<file path="config.mk">
export PLATFORM = sky130hd
export DESIGN_NAME = cr_bank_file_flat
export DESIGN_NICKNAME = d
export VERILOG_FILES = /design/src/rtl/cr_bank_file_if.sv /design/src/rtl/cr_bank_file.sv /design/src/flat_wrapper.sv
export SDC_FILE = /design/constraint.sdc
export NUM_CORES = 2
export LEC_CHECK = 0
export BUFFER_PORTS_ARGS = -buffer_cell sky130_fd_sc_hd__buf_2
export CORE_UTILIZATION = 25
export DETAILED_ROUTE_END_ITERATION = 10
export GPL_ROUTABILITY_DRIVEN = 0
export SLEW_MARGIN = 20
export SYNTH_ARGS = -nofsm -noshare
export SYNTH_HDL_FRONTEND = slang
export SYNTH_SLANG_ARGS = --single-unit
</file>
<file path="constraint.sdc">
create_clock -name clock -period 7.3 [get_ports clock]
set_clock_uncertainty 0.2 [all_clocks]
set_input_delay 0.73 -clock clock [delete_from_list [all_inputs] [get_ports clock]]
set_output_delay 0.73 -clock clock [all_outputs]
set_load 0.02 [all_outputs]
</file>
<file path="src/rtl/cr_bank_file_if.sv">
// Bus bundle for cr_bank_file: read port, staged write ports, PC input, trap/RTE handshake.
// The slave modport faces the register bank, and the master modport faces the pipeline.
interface cr_bank_file_if #(
    parameter int unsigned WIDTH  = 64,
    parameter int unsigned NREG   = 32,
    parameter int unsigned NSTAGE = 3
);
    localparam int unsigned IDW = $clog2(NREG);

    logic                     hold;
    logic [IDW-1:0]           regIdRd;
    logic [WIDTH-1:0]         regValRd;
    logic [NSTAGE*IDW-1:0]    regIdWr;
    logic [NSTAGE*WIDTH-1:0]  regValWr;
    logic [NSTAGE-1:0]        regWrFlush;
    logic [WIDTH-1:0]         regInPc;
    logic                     trapReq;
    logic [15:0]              trapCause;
    logic                     rteReq;
    logic [WIDTH-1:0]         regOutSr;
    logic [WIDTH-1:0]         regOutSpc;
    logic [WIDTH-1:0]         regOutVbr;
    logic                     trapBusy;
    logic                     trapDone;
    logic [WIDTH-1:0]         trapTarget;

    modport master (
        output hold, regIdRd, regIdWr, regValWr, regWrFlush, regInPc,
               trapReq, trapCause, rteReq,
        input  regValRd, regOutSr, regOutSpc, regOutVbr, trapBusy, trapDone, trapTarget
    );

    modport slave (
        input  hold, regIdRd, regIdWr, regValWr, regWrFlush, regInPc,
               trapReq, trapCause, rteReq,
        output regValRd, regOutSr, regOutSpc, regOutVbr, trapBusy, trapDone, trapTarget
    );
endinterface

</file>
<file path="src/rtl/cr_bank_file.sv">
// Control register bank with pipelined writeback, PC load and a trap/RTE sequencer.
// Optional macro CRBANK_FWD_EN adds read forwarding from in-flight pipeline stages.
module cr_bank_file #(
    parameter int unsigned WIDTH  = 64,
    parameter int unsigned NREG   = 32,
    parameter int unsigned NSTAGE = 3
) (
    input logic          clock,
    input logic          reset,
    cr_bank_file_if.slave bus
);
    localparam int unsigned IDW   = $clog2(NREG);
    localparam int unsigned NImpl = NREG - 1;

    localparam int unsigned RSr    = 0;
    localparam int unsigned RPc    = 1;
    localparam int unsigned RSpc   = 2;
    localparam int unsigned RExsr  = 3;
    localparam int unsigned RVbr   = 4;
    localparam int unsigned RCause = 5;

    localparam logic [IDW-1:0] IdPc  = IDW'(RPc);
    localparam logic [IDW-1:0] IdZzr = IDW'(NREG - 1);

    localparam logic [WIDTH-1:0] SrReset    = WIDTH'(64'h0000_0000_4000_0000);
    localparam logic [WIDTH-1:0] SrTrapBits = WIDTH'(64'h0000_0000_5000_0000);

    localparam logic [1:0] StIdle    = 2'd0;
    localparam logic [1:0] StSave    = 2'd1;
    localparam logic [1:0] StVector  = 2'd2;
    localparam logic [1:0] StRestore = 2'd3;

    logic [WIDTH-1:0] regs_q [NImpl];
    logic [WIDTH-1:0] regs_d [NImpl];
    logic [1:0]       state_q, state_d;
    logic [15:0]      cause_q, cause_d;
    logic [WIDTH-1:0] target_q, target_d;

    logic [IDW-1:0]   wb_id;
    logic [WIDTH-1:0] wb_val;
    logic             wb_en;
    logic [WIDTH-1:0] rd_val;

    assign wb_id  = bus.regIdWr[(NSTAGE-1)*IDW +: IDW];
    assign wb_val = bus.regValWr[(NSTAGE-1)*WIDTH +: WIDTH];
    assign wb_en  = !bus.hold && !bus.regWrFlush[NSTAGE-1] && (wb_id != IdZzr) && (wb_id != IdPc);

    // Writeback and PC load first; sequencer writes come later so they take priority.
    always_comb begin
        regs_d   = regs_q;
        state_d  = state_q;
        cause_d  = cause_q;
        target_d = target_q;

        for (int unsigned i = 0; i < NImpl; i++) begin
            if (wb_en && (wb_id == IDW'(i))) begin
                regs_d[i] = wb_val;
            end
        end
        if (!bus.hold) begin
            regs_d[RPc] = bus.regInPc;
        end

        case (state_q)
            StIdle: begin
                if (bus.trapReq) begin
                    state_d = StSave;
                    cause_d = bus.trapCause;
                end else if (bus.rteReq) begin
                    state_d = StRestore;
                end
            end
            StSave: begin
                regs_d[RSpc]   = regs_q[RPc];
                regs_d[RExsr]  = regs_q[RSr];
                regs_d[RCause] = WIDTH'(cause_q);
                state_d        = StVector;
            end
            StVector: begin
                regs_d[RSr] = regs_q[RSr] | SrTrapBits;
                target_d    = regs_q[RVbr] + (WIDTH'(cause_q[7:0]) << 3);
                state_d     = StIdle;
            end
            StRestore: begin
                regs_d[RSr] = regs_q[RExsr];
                target_d    = regs_q[RSpc];
                state_d     = StIdle;
            end
            default: state_d = StIdle;
        endcase
    end

    always_ff @(posedge clock) begin
        if (reset) begin
            for (int unsigned i = 0; i < NImpl; i++) begin
                regs_q[i] <= (i == RSr) ? SrReset : '0;
            end
            state_q  <= StIdle;
            cause_q  <= '0;
            target_q <= '0;
        end else begin
            for (int unsigned i = 0; i < NImpl; i++) begin
                regs_q[i] <= regs_d[i];
            end
            state_q  <= state_d;
            cause_q  <= cause_d;
            target_q <= target_d;
        end
    end

    always_comb begin
        rd_val = '0;
        for (int unsigned i = 0; i < NImpl; i++) begin
            if (bus.regIdRd == IDW'(i)) begin
                rd_val = regs_q[i];
            end
        end
`ifdef CRBANK_FWD_EN
        // Walk oldest to youngest so the youngest matching live stage wins.
        if ((bus.regIdRd != IdPc) && (32'(bus.regIdRd) < NImpl)) begin
            for (int k = int'(NSTAGE) - 1; k >= 0; k--) begin
                if (!bus.regWrFlush[k] && (bus.regIdWr[k*IDW +: IDW] == bus.regIdRd)) begin
                    rd_val = bus.regValWr[k*WIDTH +: WIDTH];
                end
            end
        end
`endif
    end

    assign bus.regValRd   = rd_val;
    assign bus.regOutSr   = regs_q[RSr];
    assign bus.regOutSpc  = regs_q[RSpc];
    assign bus.regOutVbr  = regs_q[RVbr];
    assign bus.trapBusy   = (state_q != StIdle);
    // A reset arriving mid-sequence must not leak a completion pulse.
    assign bus.trapDone   = ((state_q == StVector) || (state_q == StRestore)) && !reset;
    assign bus.trapTarget = target_q;
endmodule

</file>
<file path="src/flat_wrapper.sv">
// flat-port wrapper written by rule: the top's interface ports become plain ports
module cr_bank_file_flat 
#(
    parameter int unsigned WIDTH  = 64,
    parameter int unsigned NREG   = 32,
    parameter int unsigned NSTAGE = 3
)
  (clock, reset, bus_hold, bus_regIdRd, bus_regIdWr, bus_regValWr, bus_regWrFlush, bus_regInPc, bus_trapReq, bus_trapCause, bus_rteReq, bus_regValRd, bus_regOutSr, bus_regOutSpc, bus_regOutVbr, bus_trapBusy, bus_trapDone, bus_trapTarget);
  cr_bank_file_if #(.WIDTH(WIDTH), .NREG(NREG), .NSTAGE(NSTAGE)) bus_i ();
  input logic clock;
  input logic reset;
  input wire logic [$bits(bus_i.hold)-1:0] bus_hold;
  input wire logic [$bits(bus_i.regIdRd)-1:0] bus_regIdRd;
  input wire logic [$bits(bus_i.regIdWr)-1:0] bus_regIdWr;
  input wire logic [$bits(bus_i.regValWr)-1:0] bus_regValWr;
  input wire logic [$bits(bus_i.regWrFlush)-1:0] bus_regWrFlush;
  input wire logic [$bits(bus_i.regInPc)-1:0] bus_regInPc;
  input wire logic [$bits(bus_i.trapReq)-1:0] bus_trapReq;
  input wire logic [$bits(bus_i.trapCause)-1:0] bus_trapCause;
  input wire logic [$bits(bus_i.rteReq)-1:0] bus_rteReq;
  output wire logic [$bits(bus_i.regValRd)-1:0] bus_regValRd;
  output wire logic [$bits(bus_i.regOutSr)-1:0] bus_regOutSr;
  output wire logic [$bits(bus_i.regOutSpc)-1:0] bus_regOutSpc;
  output wire logic [$bits(bus_i.regOutVbr)-1:0] bus_regOutVbr;
  output wire logic [$bits(bus_i.trapBusy)-1:0] bus_trapBusy;
  output wire logic [$bits(bus_i.trapDone)-1:0] bus_trapDone;
  output wire logic [$bits(bus_i.trapTarget)-1:0] bus_trapTarget;
  assign bus_i.hold = bus_hold;
  assign bus_i.regIdRd = bus_regIdRd;
  assign bus_i.regIdWr = bus_regIdWr;
  assign bus_i.regValWr = bus_regValWr;
  assign bus_i.regWrFlush = bus_regWrFlush;
  assign bus_i.regInPc = bus_regInPc;
  assign bus_i.trapReq = bus_trapReq;
  assign bus_i.trapCause = bus_trapCause;
  assign bus_i.rteReq = bus_rteReq;
  assign bus_regValRd = bus_i.regValRd;
  assign bus_regOutSr = bus_i.regOutSr;
  assign bus_regOutSpc = bus_i.regOutSpc;
  assign bus_regOutVbr = bus_i.regOutVbr;
  assign bus_trapBusy = bus_i.trapBusy;
  assign bus_trapDone = bus_i.trapDone;
  assign bus_trapTarget = bus_i.trapTarget;
  cr_bank_file #(.WIDTH(WIDTH), .NREG(NREG), .NSTAGE(NSTAGE)) u_core (.clock(clock), .reset(reset), .bus(bus_i));
endmodule
</file>
* Yosys cells after proc, flatten, opt, wreduce, memory -nomap -nowiden
Index checks and enable logic that the tools add are counted.
** Word-level totals
- Bits in registers :: 2066
- Output and inout bits :: 322
- Logic and storage cells :: 202
** Cells by class
- $add $sub $neg :: 1
- Eq/ne operators :: 67
- Mux-type cells :: 44
- Bitwise operators :: 1
- Reductions and logical operators :: 53
** Operator list (count)
- $mux W64 :: 36
- $pmux W64 S2 :: 2
- $eq A5 B5 Y1 const B :: 30
- $mux W128 :: 1
- $eq A5 B4 Y1 const B :: 16
- $add A64 B11 Y64 :: 1
- $eq A5 B3 Y1 const B :: 8
- $logic_and A1 B1 Y1 :: 35
- $mux W16 :: 2
- $eq A5 B2 Y1 const B :: 4
- $reduce_bool A2 Y1 :: 6
- $eq A5 B1 Y1 const B :: 2
- $logic_not A5 Y1 :: 2
- $pmux W2 S3 :: 1
- $ne A5 B1 Y1 const B :: 1
- $ne A5 B5 Y1 const B :: 1
- $eq A2 B2 Y1 const B :: 2
- $mux W2 :: 2
- $reduce_and A2 Y1 :: 2
- $reduce_or A2 Y1 :: 2
- $logic_not A1 Y1 :: 3
- $ne A3 B3 Y1 const B :: 1
- $reduce_bool A3 Y1 :: 1
- $eq A2 B1 Y1 const B :: 1
- other kinds (4) :: 4

* Logic depth before layout (Yosys ltp)
- Word-level depth :: 32
- Depth in mapped cells :: 12

* Least setup slack after synthesis
OpenSTA, ideal clock, no wires.
- Path kind :: in2out
- Start point :: input bus_regIdRd[0]
- End point :: output bus_regValRd[6]
- Data arrival time :: 2.773 ns
- Setup slack :: 3.597 ns
- Stages :: 11
- Buffers on the path :: 4
- Cells stage by stage :: buf_4 buf_2 buf_4 nor3b_1 clkbuf_1 a21oi_1 nor2_1 a21oi_1 o21ai_0 o21ai_0 a211oi_1
** Between the ends
- Word-level cells in the longest chain between the ends :: 32
- Elaborated cells on any way between the ends :: 62
** Ends and longest elaborated chain
- start: declaration :: line flat_wrapper.sv:13 : input wire logic [$bits(bus_i.regIdRd)-1:0] bus_regIdRd;
- $logic_not A5 Y1 :: line cr_bank_file.sv:114 : if (bus.regIdRd == IDW'(i)) begin
- $mux W64 (30 in a row) :: line cr_bank_file.sv:114
- $mux W64 (*) :: line cr_bank_file.sv:114
- end: declaration :: line flat_wrapper.sv:21 : output wire logic [$bits(bus_i.regValRd)-1:0] bus_regValRd;
Mark *: on every way between the ends. The rest lies on a longest branch, timed or not.

* Final worst setup path
- Start point :: input bus_regIdRd[0]
- End point :: output bus_regValRd[50]
Same word-level chain as after synthesis.

==> flow_summary.toml <==
[status]
status = "finished, final reports clean"

[sta]
drv_slew = 0
rsz0062_at_grt = "no"
hold_viol_final = 0
finalSetupViolations = 0
finalCritPeriodShare = 0.865
relSlewSlack = 0.120
hold_ws_ns = 0.0204
max_slew.worst_pin.slew_ns = 1.32
setup-tns-final_ns = 0
clock.fmax_mhz = 158
finalCriticalPeriod_ns = 6.32

[yosys]
synthArstFlopShare = 0
synth_top_area_share = 0.447
synth_edf_count = 0
syn_area_um2 = 92600
seq_area_frac_synth = 0.447
ys_types = 93
ys_warn_count = 0
syn_inst = 12300
syn_nets = 12600
ys.flop_type = "dfxtp_1"
syn_area_per_cell_um2 = 7.52
yosysTopAreaCell = "dfxtp_1"
synth_area_leaders = "dfxtp_1, nand2_1, a21oi_1"
ys_ff_latch = 2066

[grt]
grt_max_degree = 226
antenna_found_initial = 56
grt_pass1_vias = 85500
gr-total-overflow = 0
grt_pass1_wl_um = 633000
track_usage = 0.229

[final_layout]
multi_input_area_um2 = 45700
design_area_um2 = 106000
layout_common_cells = "nand2_1, a21oi_1, dfxtp_1"
syn_to_final_growth_pct = 14.9
final_common_cell = "nand2_1"
final_cells = 17200
drive_above_1_share = 0.113
nets = 12400
fillers = 39900
postLayoutCoreUtil = 0.288
layout.area.seq_um2 = 41400

[floorplanning]
die_x_um = 611
core_area_um2 = 369000
row_count = 223
start_util = 0.251
die_h_um = 611
num_io_pins = 622
die_area_um2 = 373000

[pwr]
comb_power_share = 0.103
leakage_nw = 36.8
irDropWorstVdd_mv = 0.185
seqPwrFrac = 0.455
powerDensity_nw_per_um2 = 240
internal_power_mw = 18.5
power.switching_mw = 7.07
p_sw_frac = 0.277
p_clk_frac = 0.442

[cts]
cts_sinks = 2066
clk_latency_ns = 0.90
cts_buffers = 216
cts_root_buf = "clkbuf_16"
ctsResizeCount = 0
clk_path_buf_depth = 4
cts_tree = "done"
hold_buffers = 80
cts.clk_slew.worst_paths_ns = 0.06
cts_setup_buffers = 0
h-tree-depth = 4

[routing]
wirelength_um = 449000
via_count = 93900
drtIter0Drc = 14100
dr.pass1.iters = 8
drc = 0
vias_per_cell = 5.46
wl_per_cell_um = 26.1
ant_nets = 0

[placed_design]
postPlaceCellArea_um2 = 98400
detailed_place_hpwl_um = 286000
io_buffer_count = 481
dp_cells = 16700

[hold_path]
hold_end = "u_core.regs_q[1918]$_SDFFE_PP0P_"
min_path_cells = 3
min_from = "bus_regInPc[62]"
hold_class = "in2reg"

[flow_run]
max-cap-violations = 0

[setup_path]
crit_arrival_ns = 5.39
r2r_start = "u_core.bus.regOutVbr[3]$_SDFFE_PP0P_"
cp.required_ns = 6.37
r2r-end = "u_core.bus.trapTarget[47]$_SDFFE_PP0N_"
path_max_fanout = 50
startpoint_type = "input port"
crit_path_end_kind = "primary output"
r2r.worst_path.cells = 10
r2r_slack_ns = 3.51
crit_type = "in2out"
## state kept, by name (all words and copies together) (netlist names)
register,cells
u_core.regs_q,1792
u_core.bus.regOutSpc,64
u_core.bus.regOutSr,64
u_core.bus.regOutVbr,64
u_core.bus.trapTarget,64
u_core.cause_q,16
u_core.state_q,2
## worst max-delay path: stages
cell and delay [ns]:
buf_8 0.36, and2_2 0.87, nand2_2 0.76, buf_4 0.47
o22ai_1 0.17, nor4_1 0.09, a211o_1 0.35, a31oi_1 0.72
o21ai_1 0.44, buf_2 0.28
## cell type report
type | instances | share of cell area
flip-flops and latches | 2066 | 0.389
well taps | 4950 | 0.0582
multi-input cells | 8874 | 0.430
repair buffers | 886 | 0.0561
clock buffers | 323 | 0.0600
diodes | 24 | 0.000565
clock inverters | 61 | 0.00596
inverters | 19 | 0.000706
## power groups by stage
stage	clock network, mW	logic [mW]	registers [mW]
after global routing	11.8	2.67	11.6
after global placement	0	2.49	11.9
final	11.3	2.62	11.6
after floorplan	0	1.39	11.8
after CTS	11.3	2.54	11.6
after detailed placement	0	2.50	11.9
## metal layers
metal	wire (um)	part of all wire	track usage
met4	42500	0.095	0.187
met3	46900	0.10	0.0448
met2	195000	0.43	0.350
met1	165000	0.37	0.279
met5	97	0.00022	0
## stage by stage
step,setup slack [ns],power [mW]
3_3_place_gp,1.15,14.4
6_report,0.982,25.5
2_1_floorplan,3.60,13.2
3_5_place_dp,1.15,14.4
4_1_cts,1.13,25.5
5_1_grt,1.17,26.1
## logic make-up (layout without fill, tap and decap cells)
kind of cell | count (synthesis) | in the layout | synth area share
fa+ha+maj | 9 | 9 | 0.00130
buf+inv | 1380 | 1289 | 0.0663
flops | 2066 | 2066 | 0.447
xor+xnor | 54 | 54 | 0.00511
compound gates | 3487 | 3487 | 0.220
other cells | 0 | 24 | 0
simple gates | 4941 | 4941 | 0.210
mux | 383 | 383 | 0.0504
## synthesized netlist by cell type, drive strengths merged, types with 7 or more instances
library cell,instances
a222oi,15
a32oi,8
a221o,10
a22o,46
nand4,16
buf,383
o211ai,45
dfxtp,2066
o31ai,24
clkbuf,978
a221oi,34
o211a,13
nor3b,7
nand2,3785
o21a,14
a22oi,176
o221ai,73
o21ai,273
or3,9
mux2i,283
ha,8
nor2,738
nor4,78
mux4,63
nand2b,23
nand3,74
a311oi,20
a31oi,52
a2111oi,27
and2,14
and3,13
a21o,61
o2111ai,8
xnor2,39
inv,19
nor3,134
mux2,37
nor2b,26
a21oi,2103
a211oi,202
o22ai,237
xor2,15
## how the worst max path moves through the flow
stage / startpoint / cells after the start / slack (ns) / endpoint
floorplan: bus_regIdRd[0] / 11 / 3.60 / bus_regValRd[6]
global placement: bus_regIdRd[0] / 10 / 1.15 / bus_regValRd[34]
detailed placement: bus_regIdRd[0] / 10 / 1.15 / bus_regValRd[34]
CTS: bus_regIdRd[0] / 10 / 1.13 / bus_regValRd[34]
global route: bus_regIdRd[0] / 10 / 1.17 / bus_regValRd[50]
finish: bus_regIdRd[0] / 10 / 0.98 / bus_regValRd[50]
Note: power is estimated with default switching activity, not from simulation.
